==> src/rtl/hls_deadlock_pkg.sv <==
// hls_deadlock_pkg: shared FSM states, report field positions and event limit
// for the deadlock reporter.
package hls_deadlock_pkg;
    typedef enum logic [2:0] {IDLE, COUNT, REPORT, REPORT_TS, HALT} state_t;
    localparam int RPT_IDX_LSB  = 28;
    localparam int RPT_EVT_LSB  = 16;
    localparam int RPT_SNAP_LSB = 0;
    localparam logic [7:0] EVT_MAX = 8'd255;
endpackage

==> src/rtl/hls_deadlock_prio_enc.sv <==
// hls_deadlock_prio_enc: index of the lowest set bit of req (0 when req is zero).
module hls_deadlock_prio_enc #(
    parameter int NUM_MON = 4
) (
    input  logic [NUM_MON-1:0] req,
    output logic [3:0]         idx
);
    always_comb begin
        idx = '0;
        for (int i = NUM_MON - 1; i >= 0; i--)
            if (req[i]) idx = 4'(i);
    end
endmodule

==> src/rtl/hls_deadlock_reporter.sv <==
// hls_deadlock_reporter: confirms persistent monitor blocking and reports it once.
// Define HLS_DEADLOCK_REPORT_TIMESTAMP_EN to append a cycle-timestamp second beat.
module hls_deadlock_reporter
    import hls_deadlock_pkg::*;
#(
    parameter int NUM_MON = 4,
    parameter int THRESH  = 1024,
    parameter int CNT_W   = 16
) (
    input  logic               clock,
    input  logic               reset,
    input  logic [NUM_MON-1:0] mon_block,
    input  logic               clear,
    output logic               deadlock,
    output logic [3:0]         deadlock_idx,
    output logic               rpt_valid,
    input  logic               rpt_ready,
    output logic [31:0]        rpt_data
);
    localparam logic [CNT_W-1:0] CNT_LAST = CNT_W'(THRESH - 1);

    state_t           state_q, state_d;
    logic [CNT_W-1:0] cnt_q, cnt_d;
    logic             dl_q, dl_d;
    logic [3:0]       idx_q, idx_d, enc_idx;
    logic [7:0]       evt_q, evt_d;
    logic [31:0]      word_q, word_d;
    logic             any_blk, confirm;

    hls_deadlock_prio_enc #(.NUM_MON(NUM_MON)) u_enc (.req(mon_block), .idx(enc_idx));

    assign any_blk = |mon_block;
    // THRESH==1 confirms straight from IDLE on the first blocked cycle
    assign confirm = any_blk && !clear &&
                     ((state_q == IDLE && THRESH == 1) || (state_q == COUNT && cnt_q == CNT_LAST));

`ifdef HLS_DEADLOCK_REPORT_TIMESTAMP_EN
    logic [31:0] ts_q, ts_d, tsc_q, tsc_d;
    always_comb begin
        ts_d  = ts_q + 32'd1;
        tsc_d = confirm ? ts_q : tsc_q;
    end
    always_ff @(posedge clock) begin
        if (reset) begin
            ts_q  <= '0;
            tsc_q <= '0;
        end else begin
            ts_q  <= ts_d;
            tsc_q <= tsc_d;
        end
    end
    assign rpt_data = (state_q == REPORT_TS) ? tsc_q : word_q;
`else
    assign rpt_data = word_q;
`endif

    always_comb begin
        state_d = state_q;
        cnt_d   = cnt_q;
        dl_d    = dl_q;
        idx_d   = idx_q;
        evt_d   = evt_q;
        word_d  = word_q;
        case (state_q)
            IDLE, COUNT: begin
                if (clear || !any_blk) begin
                    state_d = IDLE;
                    cnt_d   = '0;
                end else if (confirm) begin
                    state_d = REPORT;
                    cnt_d   = '0;
                end else begin
                    state_d = COUNT;
                    cnt_d   = cnt_q + CNT_W'(1);
                end
            end
`ifdef HLS_DEADLOCK_REPORT_TIMESTAMP_EN
            REPORT:    if (rpt_ready) state_d = REPORT_TS;
`else
            REPORT:    if (rpt_ready) state_d = HALT;
`endif
            REPORT_TS: if (rpt_ready) state_d = HALT;
            HALT: if (clear) begin
                state_d = IDLE;
                dl_d    = 1'b0;
            end
            default: state_d = IDLE;
        endcase
        if (confirm) begin
            dl_d   = 1'b1;
            idx_d  = enc_idx;
            evt_d  = (evt_q == EVT_MAX) ? evt_q : evt_q + 8'd1;
            word_d = (32'(enc_idx) << RPT_IDX_LSB) | (32'(evt_d) << RPT_EVT_LSB) |
                     (32'(mon_block) << RPT_SNAP_LSB);
        end
    end

    always_ff @(posedge clock) begin
        if (reset) begin
            state_q <= IDLE;
            cnt_q   <= '0;
            dl_q    <= 1'b0;
            idx_q   <= '0;
            evt_q   <= '0;
            word_q  <= '0;
        end else begin
            state_q <= state_d;
            cnt_q   <= cnt_d;
            dl_q    <= dl_d;
            idx_q   <= idx_d;
            evt_q   <= evt_d;
            word_q  <= word_d;
        end
    end

    assign deadlock     = dl_q;
    assign deadlock_idx = idx_q;
    assign rpt_valid    = (state_q == REPORT) || (state_q == REPORT_TS);
endmodule

==> config.mk <==
export PLATFORM = sky130hd
export DESIGN_NAME = hls_deadlock_reporter
export DESIGN_NICKNAME = d
export VERILOG_FILES = /design/src/rtl/hls_deadlock_pkg.sv /design/src/rtl/hls_deadlock_prio_enc.sv /design/src/rtl/hls_deadlock_reporter.sv
export SDC_FILE = /design/constraint.sdc
export NUM_CORES = 1
export LEC_CHECK = 0
export BUFFER_PORTS_ARGS = -buffer_cell sky130_fd_sc_hd__buf_2
export CORE_MARGIN = 2
export CORE_UTILIZATION = 52
export DETAILED_ROUTE_END_ITERATION = 7
export GPL_TIMING_DRIVEN = 0
export PLACE_DENSITY_LB_ADDON = 0.25
export SETUP_SLACK_MARGIN = 0.2
export SLEW_MARGIN = 15
export SYNTH_ARGS = -nofsm -noshare
export SYNTH_HDL_FRONTEND = slang
export SYNTH_SLANG_ARGS = --single-unit
==> constraint.sdc <==
create_clock -name clock -period 2.54 [get_ports clock]
set_input_delay 0.508 -clock clock [delete_from_list [all_inputs] [get_ports clock]]
set_output_delay 0.508 -clock clock [all_outputs]
set_load 0.005 [all_outputs]
# Word-level counts from Yosys, hierarchy flattened
# Cells that the tools add are included.
# op_classes
n_addsub	2
n_mux	15
reduce_logical	15
bitwise_logic	2
eq_ne	8
# ops
op	n
$mux 16	2
$or 32x24->32	1
$or 32x4->32	1
$add 16x1->16 const B	1
$eq 16x10->1 const B	1
$mux 2	6
$pmux 3 s3	1
$add 8x1->8 const B	1
$eq 8x8->1 const B	1
$mux 8	1
$eq 3x2->1 const B	2
$mux 3	2
$reduce_and 2->1	2
$reduce_bool 2->1	2
$reduce_or 2->1	2
$reduce_or 4->1	1
$eq 3x1->1 const B	1
$eq 3x3->1 const B	1
$logic_and 1x1->1	3
$logic_not 3->1	1
$mux 1	3
$logic_not 1->1	2
$logic_or 1x1->1	2
$ne 2x1->1 const B	1
$ne 2x2->1 const B	1
# totals
elab_cells	48
ff_bits	64
out_inout_bits	38
input_bits	8

# Depth between registers and ports, before layout
# Gate-level depths: netlist of run 1.
# logic_depth
depth_word	6
ltp_mapped	7
mapped_depth_nobuf	6

# By module
# A second synthesis of run 1 with hierarchy kept.
# hier_totals
cells_unflattened	216
hier_area_um2	1834.3
# modules_own_cells
module	area_each_um2	cells_per_inst	seq_area_each_um2	n_inst
hls_deadlock_reporter	1788.0	208	720.7	1
hls_deadlock_prio_enc	46.3	8	0.0	1

# Worst setup path before layout of run 1
# OpenSTA, ideal clock, no wires.
# synth_path
path_type	reg-to-reg
startpoint	reg cnt_q[13]
endpoint	reg evt_q[4]
path_stages_with_launch	7
period_less_slack_ns	1.824
t_arrival_ns	1.754
setup_ns	0.070
required_time_ns	2.470
slack_ns	0.716
path_cell_list	dfxtp_1 -> or4b_4 -> nor3_4 -> nand4b_2 -> buf_6 -> or3_1 -> a21oi_1
# synth_via
elab_chain_cells	3
# synth_rtl
item	line_no	source
start: declaration	hls_deadlock_reporter.sv:23	logic [CNT_W-1:0] cnt_q, cnt_d;
start signal: assignment	hls_deadlock_reporter.sv:108	cnt_q <= cnt_d;
$eq 16x10->1	hls_deadlock_reporter.sv:35	((state_q == IDLE && THRESH == 1) || (state_q == COUNT && cnt_q == CNT_LAST));
$logic_and 1x1->1	hls_deadlock_reporter.sv:35	
$logic_and 1x1->1	hls_deadlock_reporter.sv:34	assign confirm = any_blk && !clear &&
end signal: assignment	hls_deadlock_reporter.sv:111	evt_q <= evt_d;
end: declaration	hls_deadlock_reporter.sv:26	logic [7:0] evt_q, evt_d;
# No other way between the ends.
# A chain may end at the register's enable or synchronous reset.

# Worst setup path in the final report of run 1
# layout_path
startpoint	reg cnt_q[0]
endpoint	reg state_q[0]
# layout_via
elab_chain_cells	6
# layout_rtl
item	line_no	source
$eq 16x10->1	hls_deadlock_reporter.sv:35	
$logic_and 1x1->1	hls_deadlock_reporter.sv:35	
$logic_and 1x1->1	hls_deadlock_reporter.sv:34	
$mux 2	hls_deadlock_reporter.sv:69	end else if (confirm) begin
$mux 2	hls_deadlock_reporter.sv:66	if (clear || !any_blk) begin
$pmux 3 s3	hls_deadlock_reporter.sv:64	case (state_q)
end signal: assignment	hls_deadlock_reporter.sv:107	state_q <= state_d;
end: declaration	hls_deadlock_reporter.sv:22	state_t state_q, state_d;
# No other way between the ends.

==> out/qor.yml, run 1 <==
run_status:
  status: "completed"
routing:
  highest_layer: "met4"
  ant_nets: 0
  drt-met1-wl_um: 1590
  drcViolationCount: 0
  dr_wl_met2_um: 1600
  wl_met3_um: 153
  vias_per_cell: 4.93
  wl_per_cell_um: 11.0
  drt-total-wl_um: 3380
  drtIter0Drc: 58
  dr.pass1.iters: 4
  num_vias: 1509
floorplanning:
  die_y_um: 62.4
  pin_count: 46
  dieWidth_um: 62.4
  core_um2: 3310
  num_rows: 21
  initial_core_util_pct: 53.5
  die-area_um2: 3890
worst_setup_path:
  crit_path_start_kind: "register"
  rrSetupSlack_ns: 0.50
  r2r-start: "cnt_q[0]"
  worstPathRequired_ns: 2.77
  reg2reg_depth: 6
  end_kind: "register"
  path_max_fanout: 4
  arrival_ns: 2.27
  path_class: "reg -> reg"
  reg2reg_to: "state_q[0]"
timing:
  slew_violations: 0
  slew-limit-headroom_pct: 57.7
  max_freq_ghz: 0.489
  setup_violations: 0
  min_period_ns: 2.04
  hold_ws_ns: 0.397
  worstMarginPinSlew_ns: 0.629
  hold_viol: 0
  tns_ns: 0
  fin_crit_sh_pct: 80.5
  rsz0062_at_grt: "false"
  finClkSkew_ns: 0.00509
layout:
  antenna_cells: 0
  final_common_cell: "dfxtp_1"
  drive_above_1_share_pct: 25.0
  final_nets: 269
  fillers: 316
  layout_common_cells: "34 x dfxtp_1, 27 x nor2_1, 25 x buf_2"
  syn_to_final_growth_pct: 17.4
synthesis:
  synth_area_leaders: "dfxtp_1 38%, buf_4 9.3%, nor2_1 5.7%, a21oi_1 4.5%, xor2_1 3.5%"
  synth_adder_area_share_pct: 1.41
  synth_mux_area_share_pct: 2.82
  async_flop_share_pct: 0
  synth_cell_type_count: 43
  seq_area_frac_synth_pct: 38.4
  syn_inst: 209
  synth.avg_cell_area_um2: 8.48
  synthXorXnorAreaFrac_pct: 5.44
  synth-compound-area-share_pct: 9.75
  synthFlopType: "dfxtp_1"
  synth_area_um2: 1770
  synth_edf_count: 0
  yosysTopAreaCellShare_pct: 38.4
  synth_top_family_by_area: "simple AND/OR/NAND/NOR gates"
  ys_ff_latch: 34
  yosys_warnings: 0
  synth_top_area_cell: "dfxtp_1"
  synth_simple_gate_area_share_pct: 28.6
clock_network:
  cts_buffers: 5
  clk_path_buf_depth: 2
  cts.clk_slew.worst_paths_ns: 0.11
  post-cts-setup-buffers: 0
  cts_resized: 0
  cts.sinks: 34
  htree_num_levels: 2
  postCtsHoldBufs: 0
  clock_latency_ns: 0.34
  cts_tree: "built"
  cts-root-buf: "clkbuf_4"
global_route:
  track_usage_pct: 18.2
  grt_max_degree: 11
  grt_pass1_vias: 1358
  antenna_found_initial: 0
  grt_first_pass_wirelength_um: 5720
  overflow: 0
min_path:
  min_path_type: "in -> reg"
  min_from: "rpt_ready"
  hold_depth: 3
  min_to: "state_q[2]"
pwr:
  power.density_nw_per_um2: 445
  ir_drop_mv: 0.310
  power_leakage_uw: 0.000925
place:
  place_hpwl_um: 2550
  port_buffers: 24
  gp_congestion: 0.792
job:
  maxCapViolations: 0
## registers in the layout, summed over array words and instances, names as in the netlist
| name | count |
|---|---|
| deadlock | 1 |
| cnt_q | 16 |
| deadlock_idx | 2 |
| rpt_data | 5 |
| state_q | 3 |
| evt_q | 7 |
## cells in the mapped netlist, drive strengths merged (2+ instances only)
cell type	instances
inv	6
a21oi	16
nor3	5
nand2	14
or2	2
nor4	3
nand3	12
mux2i	5
or4b	2
or3	8
ha	2
xnor2	4
and3	6
buf	25
o21ai	7
or4	2
xor2	7
nand4b	2
dfxtp	34
nand4	4
nor2	27
a31oi	2
clkbuf	2
## metrics by stage
stage | std cells | power [µW] | cell area [µm²] | util [%] | setup slack [ns]
2_1_floorplan | 228 | 601 | 1840 | - | 0.716
3_3_place_gp | 298 | 616 | 2020 | 61.0 | 0.479
3_5_place_dp | 298 | 616 | 2020 | 61.0 | 0.505
4_1_cts | 306 | 934 | 2080 | 62.8 | 0.479
5_1_grt | 306 | 969 | 2080 | 62.8 | 0.305
6_report | 306 | 925 | 2080 | 62.8 | 0.496
## cells by family after synthesis
| family | Yosys count |
|---|---|
| AO/OA/AOI/OAI | 30 |
| XOR/XNOR | 11 |
| adder cells (fa/ha/maj) | 2 |
| buffers and inverters | 34 |
| flip-flops | 34 |
| multiplexers | 5 |
| other | 1 |
| AND/OR/NAND/NOR | 92 |
## worst max path at each step
stage | from | end | slack, ns | cells past startpoint
6_report | cnt_q[0] | state_q[0] | 0.50 | 6
5_1_grt | cnt_q[0] | state_q[0] | 0.30 | 6
4_1_cts | cnt_q[0] | state_q[0] | 0.48 | 6
3_5_place_dp | cnt_q[0] | state_q[0] | 0.51 | 6
3_3_place_gp | cnt_q[0] | state_q[0] | 0.48 | 6
2_1_floorplan | cnt_q[13] | evt_q[4] | 0.72 | 6
## power by group
| part | total [µW] | switching (µW) | internal [µW] |
|---|---|---|---|
| Combinational | 67.6 | 34.2 | 33.4 |
| Sequential | 537 | 2.20 | 535 |
| Clock | 320 | 186 | 134 |
| Total | 925 | 222 | 703 |
## metal layers
metal / global-route usage, % / up-vias
met2: 30.4 / 34
met1: 22.6 / 687
met5: 0 / -
met3: 4.50 / 3
met4: 7.50 / 0
li1: - / 785
## area by class of cell
class | count | area [µm²] | area share, %
multi-input combinational | 160 | 926 | 44.5
clock inverter | 1 | 5.00 | 0.241
clock buffer | 7 | 55.1 | 2.65
tap | 46 | 57.6 | 2.77
timing repair buffer | 24 | 120 | 5.77
buffer | 28 | 214 | 10.3
sequential | 34 | 681 | 32.7
inverter | 6 | 22.5 | 1.08
## critical path, cell delays in order (launching register included)
cell and delay [ns]:
dfxtp_1 0.38, ha_1 0.22, nand2_1 0.15, or3_1 0.40, nor4_1 0.50, o22a_1 0.25, nor2_1 0.04
No activity file was read; power rests on OpenSTA's default activity.
==> run 2: changes to the inputs <==
==> constraint.sdc (replaced) <==
create_clock -name clock -period 2.05 [get_ports clock]
set_input_delay 0.41 -clock clock [delete_from_list [all_inputs] [get_ports clock]]
set_output_delay 0.41 -clock clock [all_outputs]
set_load 0.005 [all_outputs]
==> out/qor.yml, run 2 (synthesized netlist as in run 1, its figures left out) <==
pwr:
  p_clk_share_pct: 34.8
  power.density_nw_per_um2: 535
  ir_drop_mv: 0.387
  netSwitchingFraction_pct: 24.4
  p_sw_uw: 282
  p_int_uw: 872
  p_comb_share_pct: 7.4
  seq_power_share_pct: 57.7
  power_leakage_uw: 0.000953
worst_setup_path:
  cp.buffers_inverters: 1
  cp_slowest_cell: "or4b_4"
  end_kind: "register"
  crit_path_start_kind: "register"
  crit_family: "simple AND/OR/NAND/NOR gates"
  cpPeakStageDelay_ns: 0.57
  path_max_fanout: 7
  path_cells: "or4b_4, nor3_4, nand4b_4, buf_6, or3_1, a21oi_1"
  arrival_ns: 2.24
  worstPathRequired_ns: 2.33
  path_class: "reg -> reg"
clock_network:
  cts.clk_slew.worst_paths_ns: 0.11
  cts-root-buf: "clkbuf_4"
  cts.sinks: 34
  clock_latency_ns: 0.35
  cts_tree: "built"
  cts_buffers: 5
  htree_num_levels: 2
  clk_path_buf_depth: 2
routing:
  dr.pass1.iters: 4
  drtIter0Drc: 66
  drt-total-wl_um: 3460
  drcViolationCount: 0
  ant_nets: 0
  num_vias: 1534
  wl_per_cell_um: 11.2
  vias_per_cell: 4.96
floorplanning:
  pin_count: 46
  core_um2: 3310
  dieWidth_um: 62.4
  die_y_um: 62.4
  die-area_um2: 3890
  initial_core_util_pct: 53.5
  num_rows: 21
layout:
  fillers: 310
  syn_to_final_growth_pct: 21.7
  largest-register: "cnt_q"
  final_common_cell: "dfxtp_1"
  antenna_cells: 0
  final_nets: 272
  layout_common_cells: "32 x dfxtp_1, 27 x nor2_1, 26 x buf_4"
  largest_reg_flops: 16
  final_cells: 309
  drive_above_1_share_pct: 28.9
timing:
  finClkSkew_ns: 0.00735
  setup_violations: 0
  min_period_ns: 1.95
  fin_crit_sh_pct: 95.2
  rsz0062_at_grt: "true"
  hold_viol: 0
  finalWorstSetupSlack_ns: 0.0989
  hold_ws_ns: 0.295
  max_freq_ghz: 0.513
  slew_violations: 0
global_route:
  track_usage_pct: 18.4
  antenna_found_initial: 0
  grt_pass1_vias: 1363
  grt_max_degree: 11
  grt_first_pass_wirelength_um: 5770
  overflow: 0
place:
  place_inst: 298
  place_hpwl_um: 2550
  port_buffers: 24
  gp_congestion: 0.792
  post-place-ws_ns: 0.0152
run_status:
  status: "completed"
job:
  maxCapViolations: 0
min_path:
  min_path_type: "in -> reg"
[run 2: path summary, 6_finish.rpt]
check	start	endpoint	slack, ns	depth (start not counted)
setup / recovery	cnt_q[13]	evt_q[5]	0.1	6
hold reg to reg	deadlock	deadlock	0.46	2
setup reg to reg	cnt_q[13]	evt_q[5]	0.1	6
hold / removal	rpt_ready	state_q[2]	0.29	3
[run 2: cell type report]
cell class                 count  area (µm²)  share of cell area [%]
buffer                        28         216                    10.0
clock buffer                   7        55.1                    2.55
clock inverter                 1        5.00                   0.232
inverter                       6        22.5                    1.04
multi-input combinational    160         973                    45.2
sequential                    34         683                    31.7
tap                           46        57.6                    2.67
timing repair buffer          27         143                    6.62
[run 2: through the flow]
step / utilization (%) / total power (µW) / setup TNS (ns) / cell area (µm²)
6_report: 65.1 / 1150 / 0 / 2160
5_1_grt: 65.1 / 1200 / 0 / 2160
4_1_cts: 64.3 / 1160 / 0 / 2130
3_5_place_dp: 61.0 / 764 / 0 / 2020
3_3_place_gp: 61.0 / 763 / -0.0109 / 2020
2_1_floorplan: - / 745 / 0 / 1840
[run 2: power by group through the flow]
stage / combinational [µW] / clock [µW] / sequential, µW
after global routing: 95.4 / 440 / 667
after detailed placement: 82.5 / 0 / 681
after CTS: 83.6 / 409 / 666
after global placement: 81.8 / 0 / 681
final: 85.7 / 402 / 666
after floorplan: 64.9 / 0 / 680
[run 2: worst reg2reg max path, stage by stage (launching register included)]
cell and delay, ns:
dfxtp_2 0.33, or4b_4 0.57, nor3_4 0.24, nand4b_4 0.13
buf_6 0.14, or3_1 0.34, a21oi_1 0.14
[run 2: timing repair]
| item | 4_1_cts | 5_1_grt |
|---|---|---|
| hold buffers | 0 | 0 |
| setup endpoints to repair | 25 | 27 |
| setup buffers | 3 | 0 |
| pin swaps | 3 | 2 |
| resized for setup | 6 | 6 |
[run 2: per-layer routing]
layer | global-route usage [%] | part of all wire (%)
met3 | 4.50 | 5.2
met2 | 30.7 | 47
met5 | 0 | 0
met1 | 22.8 | 46
met4 | 7.50 | 1.6
==> run 3: changes to the inputs <==
--- a/config.mk
+++ b/config.mk
@@ -12,7 +12,7 @@
 export GPL_TIMING_DRIVEN = 0
 export PLACE_DENSITY_LB_ADDON = 0.25
 export SETUP_SLACK_MARGIN = 0.2
-export SLEW_MARGIN = 15
+export SLEW_MARGIN = 20
 export SYNTH_ARGS = -nofsm -noshare
 export SYNTH_HDL_FRONTEND = slang
 export SYNTH_SLANG_ARGS = --single-unit
==> constraint.sdc (replaced) <==
create_clock -name clock -period 2.05 [get_ports clock]
set_input_delay 0 -clock clock [delete_from_list [all_inputs] [get_ports clock]]
set_output_delay 0 -clock clock [all_outputs]
set_load 0.005 [all_outputs]
==> out/qor.yml, run 3 (synthesized netlist as in run 1, its figures left out) <==
layout:
  largest-register: "cnt_q"
  antenna_cells: 0
  drive_above_1_share_pct: 28.3
  ff_latch_area_um2: 683
  syn_to_final_growth_pct: 25.1
  largest_reg_flops: 16
  fillers: 300
  final_nets: 278
  final_cells: 315
  final_common_cell: "dfxtp_1"
  multiInputGateArea_um2: 973
  layout_common_cells: "32 x dfxtp_1, 27 x nor2_1, 26 x buf_4"
pwr:
  p_sw_uw: 282
  p_comb_share_pct: 8.2
  p_int_uw: 879
  ir_drop_mv: 0.400
  seq_power_share_pct: 57.4
  power_leakage_uw: 0.000978
  p_clk_share_pct: 34.4
  netSwitchingFraction_pct: 24.3
  power.density_nw_per_um2: 524
timing:
  min_period_ns: 1.94
  finClkSkew_ns: 0.0129
  setup_violations: 0
  rsz0062_at_grt: "true"
  fin_crit_sh_pct: 94.6
  hold_viol: 0
  tns_ns: 0
  max_freq_ghz: 0.515
  slew_violations: 0
place:
  place_inst: 298
  port_buffers: 24
  place_hpwl_um: 2550
  gp_congestion: 0.792
clock_network:
  htree_num_levels: 2
  cts-root-buf: "clkbuf_4"
  clk_path_buf_depth: 2
  clock_latency_ns: 0.35
  cts_tree: "built"
  cts.clk_slew.worst_paths_ns: 0.11
  cts_buffers: 5
  cts.sinks: 34
routing:
  ant_nets: 0
  dr.pass1.iters: 4
  wl_per_cell_um: 11.3
  num_vias: 1559
  drt-total-wl_um: 3550
  vias_per_cell: 4.95
  drcViolationCount: 0
  drtIter0Drc: 77
floorplanning:
  initial_core_util_pct: 53.5
  pin_count: 46
  core_um2: 3310
  die-area_um2: 3890
  num_rows: 21
  dieWidth_um: 62.4
  die_y_um: 62.4
worst_setup_path:
  end_kind: "register"
  arrival_ns: 2.23
  worstPathRequired_ns: 2.34
  path_max_fanout: 7
  crit_path_start_kind: "register"
  cp_slowest_cell: "or4b_4"
  cp.buffers_inverters: 1
  crit_family: "simple AND/OR/NAND/NOR gates"
  path_cells: "or4b_4, nor3_4, nand4b_4, buf_6, or3_1, a21oi_1"
  cpPeakStageDelay_ns: 0.57
  path_class: "reg -> reg"
global_route:
  track_usage_pct: 18.9
  grt_max_degree: 11
  grt_pass1_vias: 1411
  antenna_found_initial: 0
  grt_first_pass_wirelength_um: 5920
  overflow: 0
job:
  maxCapViolations: 0
min_path:
  min_path_type: "in -> reg"
run_status:
  status: "completed"
## run 3: what timing repair did
| action | in CTS | in global routing |
|---|---|---|
| setup endpoints to repair | 25 | 27 |
| gates resized for setup | 6 | 6 |
| pin swaps | 3 | 2 |
| hold endpoints to repair | 10 | 0 |
| hold buffers | 6 | 0 |
| buffers inserted | 3 | 0 |
## run 3: metal layers
metal | up-vias | part of all wire [%] | global-route usage, %
met5 | - | 0 | 0
met4 | 0 | 1.2 | 7.50
met3 | 5 | 4.9 | 4.50
met2 | 38 | 49 | 32.7
met1 | 716 | 45 | 22.7
li1 | 800 | - | -
## run 3: worst paths after layout
| check | start | cells past startpoint | end | slack (ns) |
|---|---|---|---|---|
| hold reg to reg | deadlock | 2 | deadlock | 0.46 |
| hold / removal | clear | 4 | deadlock | 0.004 |
| setup / recovery | cnt_q[13] | 6 | evt_q[5] | 0.11 |
| setup reg to reg | cnt_q[13] | 6 | evt_q[5] | 0.11 |
## run 3: cell type report
cell class / count / area share (%)
flip-flops and latches: 34 / 30.8
multi-input cells: 160 / 43.9
plain buffers: 28 / 9.77
well taps: 46 / 2.60
inverters: 6 / 1.02
clock inverters: 1 / 0.226
clock buffers: 7 / 2.48
repair buffers: 33 / 9.15
## run 3: worst register-to-register path, stage by stage (launching register included)
cell and delay [ns]:
dfxtp_2 0.33, or4b_4 0.57, nor3_4 0.24, nand4b_4 0.13, buf_6 0.14, or3_1 0.34
a21oi_1 0.14
## run 3: power groups by stage
stage	Combinational, µW	Sequential (µW)	Clock [µW]
after global routing	105	667	440
after global placement	81.8	681	0
final	95.2	666	400
after floorplan	64.9	680	0
after CTS	92.1	666	409
after detailed placement	82.5	681	0
## run 3: stage by stage
step           hold slack, ns  total power [µW]  area, µm²  util, %  setup WS (ns)
2_1_floorplan           0.137               745       1840        -          0.226
3_3_place_gp            0.247               763       2020     61.0        -0.0109
3_5_place_dp            0.248               764       2020     61.0         0.0152
4_1_cts               0.00148              1170       2190     66.1          0.106
5_1_grt                0.0437              1210       2220     66.9         0.0277
6_report              0.00411              1160       2220     66.9          0.110
